`src/rtl/prbs_chk_galois.sv`:
```
// Serial PRBS checker for a Galois-LFSR bit stream: self-syncs, locks, then counts bit errors.
// Latency: one cycle from a valid input bit to lock_o / err_o / counter update.
// Backpressure: none; vld_i low simply skips the cycle, and the checker always accepts bits.
module prbs_chk_galois #(
  parameter int                    DATA_WIDTH = 32,
  parameter logic [DATA_WIDTH-1:0] POLY       = '0,
  parameter int                    LOCK_CNT   = 16,
  parameter int                    LOSS_CNT   = 8,
  parameter int                    GOOD_CLR   = 64,
  parameter int                    CNT_WIDTH  = 32
) (
  input  logic                 clk_i,
  input  logic                 rst_n_i,
  input  logic                 clr_i,
  input  logic                 vld_i,
  input  logic                 dat_i,
  output logic                 lock_o,
  output logic                 err_o,
  output logic [CNT_WIDTH-1:0] err_cnt_o,
  output logic [CNT_WIDTH-1:0] bit_cnt_o
);

  localparam int W  = DATA_WIDTH;
  localparam int FW = $clog2(W + 1);
  localparam int GW = $clog2(LOCK_CNT + 1);
  localparam int LW = $clog2(LOSS_CNT + 1);
  localparam int RW = $clog2(GOOD_CLR + 1);

  // "_LAST" values: the counter value seen while the terminal event is being consumed
  localparam logic [FW-1:0] FILL_LAST = FW'(W - 1);
  localparam logic [GW-1:0] GOOD_LAST = GW'(LOCK_CNT - 1);
  localparam logic [LW-1:0] LOSS_LAST = LW'(LOSS_CNT - 1);
  localparam logic [RW-1:0] RUN_LAST  = RW'(GOOD_CLR - 1);

  typedef enum logic [1:0] {HUNT, SYNC, LOCKED} state_t;

  state_t         state_q, state_d;
  logic [W-1:0]   h_q, h_d;
  logic [FW-1:0]  fill_q, fill_d;
  logic [GW-1:0]  good_q, good_d;
  logic [LW-1:0]  loss_q, loss_d;
  logic [RW-1:0]  run_q, run_d;
  logic           lock_q, lock_d;
  logic           err_q, err_d;
  logic [CNT_WIDTH-1:0] err_cnt_q, err_cnt_d;
  logic [CNT_WIDTH-1:0] bit_cnt_q, bit_cnt_d;

  logic exp_bit;
  logic mis;
  logic inc_err;
  logic inc_bit;

  // Predicted next bit: the generator's output recurrence over the last W received bits
  assign exp_bit = h_q[W-1] ^ (^(h_q[W-2:0] & POLY[W-2:0]));
  assign mis     = dat_i != exp_bit;

  // Next-state and datapath decisions; nothing moves unless a valid bit arrives
  always_comb begin
    state_d = state_q;
    h_d     = h_q;
    fill_d  = fill_q;
    good_d  = good_q;
    loss_d  = loss_q;
    run_d   = run_q;
    lock_d  = lock_q;
    err_d   = 1'b0;
    inc_err = 1'b0;
    inc_bit = 1'b0;
    if (vld_i) begin
      case (state_q)
        HUNT: begin
          h_d = {h_q[W-2:0], dat_i};
          if (fill_q == FILL_LAST) begin
            state_d = SYNC;
            fill_d  = '0;
            good_d  = '0;
          end else begin
            fill_d = fill_q + FW'(1);
          end
        end
        SYNC: begin
          h_d = {h_q[W-2:0], dat_i};
          // an all-zero history predicts zeros forever, so it must never count as a match
          if (!mis && (|h_q)) begin
            if (good_q == GOOD_LAST) begin
              state_d = LOCKED;
              lock_d  = 1'b1;
              good_d  = '0;
              loss_d  = '0;
              run_d   = '0;
            end else begin
              good_d = good_q + GW'(1);
            end
          end else begin
            good_d = '0;
          end
        end
        LOCKED: begin
          // flywheel: feed back the prediction so a flipped bit is counted once only
          h_d     = {h_q[W-2:0], exp_bit};
          inc_bit = 1'b1;
          if (mis) begin
            err_d   = 1'b1;
            inc_err = 1'b1;
            run_d   = '0;
            if (loss_q == LOSS_LAST) begin
              state_d = HUNT;
              lock_d  = 1'b0;
              fill_d  = '0;
              loss_d  = '0;
            end else begin
              loss_d = loss_q + LW'(1);
            end
          end else if (run_q == RUN_LAST) begin
            loss_d = '0;
            run_d  = '0;
          end else begin
            run_d = run_q + RW'(1);
          end
        end
        default: begin
          state_d = HUNT;
          fill_d  = '0;
          lock_d  = 1'b0;
        end
      endcase
    end
  end

  // Saturating statistics; a clear keeps only this cycle's increment
  always_comb begin
    err_cnt_d = err_cnt_q;
    bit_cnt_d = bit_cnt_q;
    if (clr_i) begin
      err_cnt_d = {{(CNT_WIDTH-1){1'b0}}, inc_err};
      bit_cnt_d = {{(CNT_WIDTH-1){1'b0}}, inc_bit};
    end else begin
      if (inc_err && !(&err_cnt_q)) err_cnt_d = err_cnt_q + CNT_WIDTH'(1);
      if (inc_bit && !(&bit_cnt_q)) bit_cnt_d = bit_cnt_q + CNT_WIDTH'(1);
    end
  end

  // State and output registers
  always_ff @(posedge clk_i or negedge rst_n_i) begin
    if (!rst_n_i) begin
      state_q   <= HUNT;
      h_q       <= '0;
      fill_q    <= '0;
      good_q    <= '0;
      loss_q    <= '0;
      run_q     <= '0;
      lock_q    <= 1'b0;
      err_q     <= 1'b0;
      err_cnt_q <= '0;
      bit_cnt_q <= '0;
    end else begin
      state_q   <= state_d;
      h_q       <= h_d;
      fill_q    <= fill_d;
      good_q    <= good_d;
      loss_q    <= loss_d;
      run_q     <= run_d;
      lock_q    <= lock_d;
      err_q     <= err_d;
      err_cnt_q <= err_cnt_d;
      bit_cnt_q <= bit_cnt_d;
    end
  end

  assign lock_o    = lock_q;
  assign err_o     = err_q;
  assign err_cnt_o = err_cnt_q;
  assign bit_cnt_o = bit_cnt_q;

endmodule

```
`config.mk`:
```
export PLATFORM = sky130hd
export DESIGN_NAME = prbs_chk_galois
export DESIGN_NICKNAME = d
export VERILOG_FILES = /design/src/rtl/prbs_chk_galois.sv
export SDC_FILE = /design/constraint.sdc
export NUM_CORES = 1
export LEC_CHECK = 0
export CORE_MARGIN = 3
export CORE_UTILIZATION = 40
export DETAILED_ROUTE_END_ITERATION = 6
export SLEW_MARGIN = 5
export SYNTH_ARGS = -nofsm -noshare
export SYNTH_HDL_FRONTEND = slang
export SYNTH_SLANG_ARGS = --single-unit
```
`constraint.sdc`:
```
create_clock -name clk_i -period 2.7 [get_ports clk_i]
set_input_delay 0.54 -clock clk_i [delete_from_list [all_inputs] [get_ports clk_i]]
set_output_delay 0.54 -clock clk_i [all_outputs]
set_load 0.1 [all_outputs]
```
==> summary.md <==
| Metric | Value |
|---|---|
| Status | `finished clean` |
| Top cells by area, synth | `dfrtp_1 (49%), mux2_2 (6.5%), a21oi_1 (4.0%)` |
| First-pass GRT wire length | `26.77 mm` |
| # resized after CTS | `0` |
| Power Density | `646.6 mW/mm²` |
| Post-synth top area cell | `dfrtp_1` |
| CP Launch Type | `input pin` |
| Hold slack | `29.24 ps` |
| Core region area | `0.01526 mm²` |
| Clk network pwr share | `48.8%` |
| Sequential-to-total area share from yosys stat | `48.69%` |
| CTS Buf Count | `17` |
| Multi-input gate area | `0.003070 mm²` |
| Worst r2r src | `err_cnt_o[6]` |
| Area Growth Syn to Fin | `25.84%` |
| Die W | `131.2 µm` |
| I/O Pins | `71` |
| Fin nets | `742` |
| Sink Count | `122` |
| Minimum clock period | `2289 ps` |
| # H-tree levels | `4` |
| Arrival @ worst endpoint | `2620 ps` |
| Gr usage total | `18.60%` |
| Initial antenna violation count | `0` |
| Largest net degree at the start of global routing | `60` |
| CP Max Fanout | `5` |
| Most frequent cell after synthesis | `dfrtp_1` |
| Netlist cell types | `58` |
| Port Buf Inserts | `70` |
| Mean post-synth cell area | `9.874 µm²` |
| Post-detail-place hpwl | `10.82 mm` |
| Final setup violation count | `0` |
| Reg clk slew, reported paths | `60 ps` |
| CTS Buffer Depth | `2` |
| Hold buffer count at CTS | `0` |
| DR pass1 iterations | `4` |
| Row count | `45` |
| Final period util | `84.76%` |
| Mapped Nets | `646` |
| CTS Root Cell | `clkbuf_16` |
| Initial cell density of the core | `41.09%` |
| Vias in the first global route | `5417` |
| Remaining antenna violation count | `0` |
| CTS tree | `built` |
| Post-synth top flop | `dfrtp_1` |
| Routed wire length | `15.30 mm` |
| Fmax | `0.4370 GHz` |
| WS Path Type | `input pin to flip-flop` |
| Initial DRC Count | `305` |
| Via count | `5446` |
| Reg-to-reg endpoint | `err_cnt_o[28]` |
| P_int | `3.958 mW` |
| Worst-Skew Late Latency | `420 ps` |
| Post-Synthesis Cells | `635` |
| R2R depth | `5` |
| Combinational power share | `7.6%` |
| Register area | `0.003059 mm²` |
| Total setup buffers inserted after CTS | `0` |
| RSZ-0062 raised after global routing | `no` |
| Total power | `5.102 mW` |
| Sw power | `1.143 mW` |
| VDD IR-drop max | `0.4186 mV` |
| CP required | `3030 ps` |
| Asr flop ratio synth | `100.0%` |
| Final Instance Area | `0.007890 mm²` |
| GR met2 Demand/Resource | `30.10%` |
| Grt ovf | `0` |
| Worst hold path class | `input pin to asynchronous set/reset pin` |
| Number of flops mapped to enable cells by yosys | `0` |
| YS warnings | `0` |
| Synth Register Bits | `122` |
| Filler cells | `1381` |
| Die area | `0.01721 mm²` |
| Switching share of total power | `22.41%` |
| Worst Max-Slew Pin Slew | `595.3 ps` |
| Leakage | `3.330 nW` |
| Final Hold Viols | `0` |
| TNS Setup | `0 ps` |
| Met3 usage | `4.977%` |
| Die height | `131.2 µm` |
| Grt met1 use | `24.25%` |
| Residual DRC | `0` |
| R2r setup slk | `470 ps` |
| Share of layout cells above drive strength 1 | `24.73%` |
| Per-cell routed wire length | `16.02 µm` |
| Placed Area | `0.007239 mm²` |
| Max-slew violation count | `0` |
| Number of max-capacitance violations reported | `0` |
| CP endpoint kind | `flip-flop` |
| Worst Skew | `7.637 ps` |
| Mapped cell area | `0.006270 mm²` |
| Worst slew margin | `59.95%` |
| Sequential power share | `43.5%` |
| Gr busiest metal | `met2` |
| Fin cells | `955` |
| # placed instances | `923` |
| Antenna cells | `0` |
| Share of the synthesized area in the top cell type | `48.69%` |
| Post-synth top cells | `dfrtp_1 (122), a21oi_1 (50), o21ai_0 (49)` |
| Number of vias per cell | `5.703` |
| Gpl congestion | `0.8479` |
[cells by family after synthesis]
| group | count (synthesis) | share of synthesized area (%) |
|---|---|---|
| compound gates | 161 | 15.69 |
| xor+xnor | 13 | 1.936 |
| fa+ha+maj | 6 | 1.197 |
| mux | 36 | 6.466 |
| simple gates | 258 | 23.63 |
| buf+inv | 39 | 2.395 |
| flops | 122 | 48.69 |
[state kept, by name, indices dropped and copies added (netlist names)]
signal	count
h_q	32
err_cnt_o	32
loss_q	4
state_q	2
lock_o	1
err_o	1
good_q	5
run_q	7
fill_q	6
bit_cnt_o	32
[cells in the final DEF (no fill, tap or decap), drive strengths merged, types with 15 or more instances in the layout]
master and count:
nand4 23, nor2 26, or3 33, nand3 33
dfrtp 122, o31ai 15, a21oi 50, nor4 21
buf 100, nand2 45, o21ai 50, clkbuf 25
mux2 36
[cell type report]
class	instances	area share [%]
clock inverter	7	1.713
multi-input combinational	474	38.92
tap	211	3.346
sequential	122	38.77
clock buffer	25	6.533
inverter	14	0.6660
timing repair buffer	102	10.05
[power by group through the flow]
stage          clock, mW  combinational (mW)  sequential (mW)
2_1_floorplan          0               0.288             2.19
3_3_place_gp           0               0.384             2.23
3_5_place_dp           0               0.400             2.25
4_1_cts             2.53               0.401             2.22
5_1_grt             2.62               0.442             2.26
6_report            2.49               0.390             2.22
[per-stage QoR]
step / util [%] / worst slack (ps)
floorplan: - / 1.884
global placement: 47.45 / 12.79
detailed placement: 47.45 / -16.60
CTS: 51.71 / 422.2
global route: 51.71 / 238.8
finish: 51.71 / 411.5
[worst max-delay path by stage]
stage | slack [ps] | cells past startpoint | end | from
3_3_place_gp | 10 | 5 | bit_cnt_o[23] | vld_i
4_1_cts | 420 | 7 | fill_q[5] | dat_i
3_5_place_dp | -20 | 5 | bit_cnt_o[25] | vld_i
5_1_grt | 240 | 6 | loss_q[1] | dat_i
2_1_floorplan | 2 | 7 | err_cnt_o[28] | err_cnt_o[18]
6_report | 410 | 5 | bit_cnt_o[23] | vld_i
[metal layers]
metal,vias to the layer above,routed length (µm)
li1,2614,-
met1,2716,7120
met2,94,7289
met3,22,640
met4,0,247
met5,-,0
[worst max-delay path: stages]
cell             delay (ps)
clkdlybuf4s50_1         540
nand3b_1                240
or4_1                   660
or4_1                   490
a21oi_1                 150
Power figures use the tool's default switching activity.
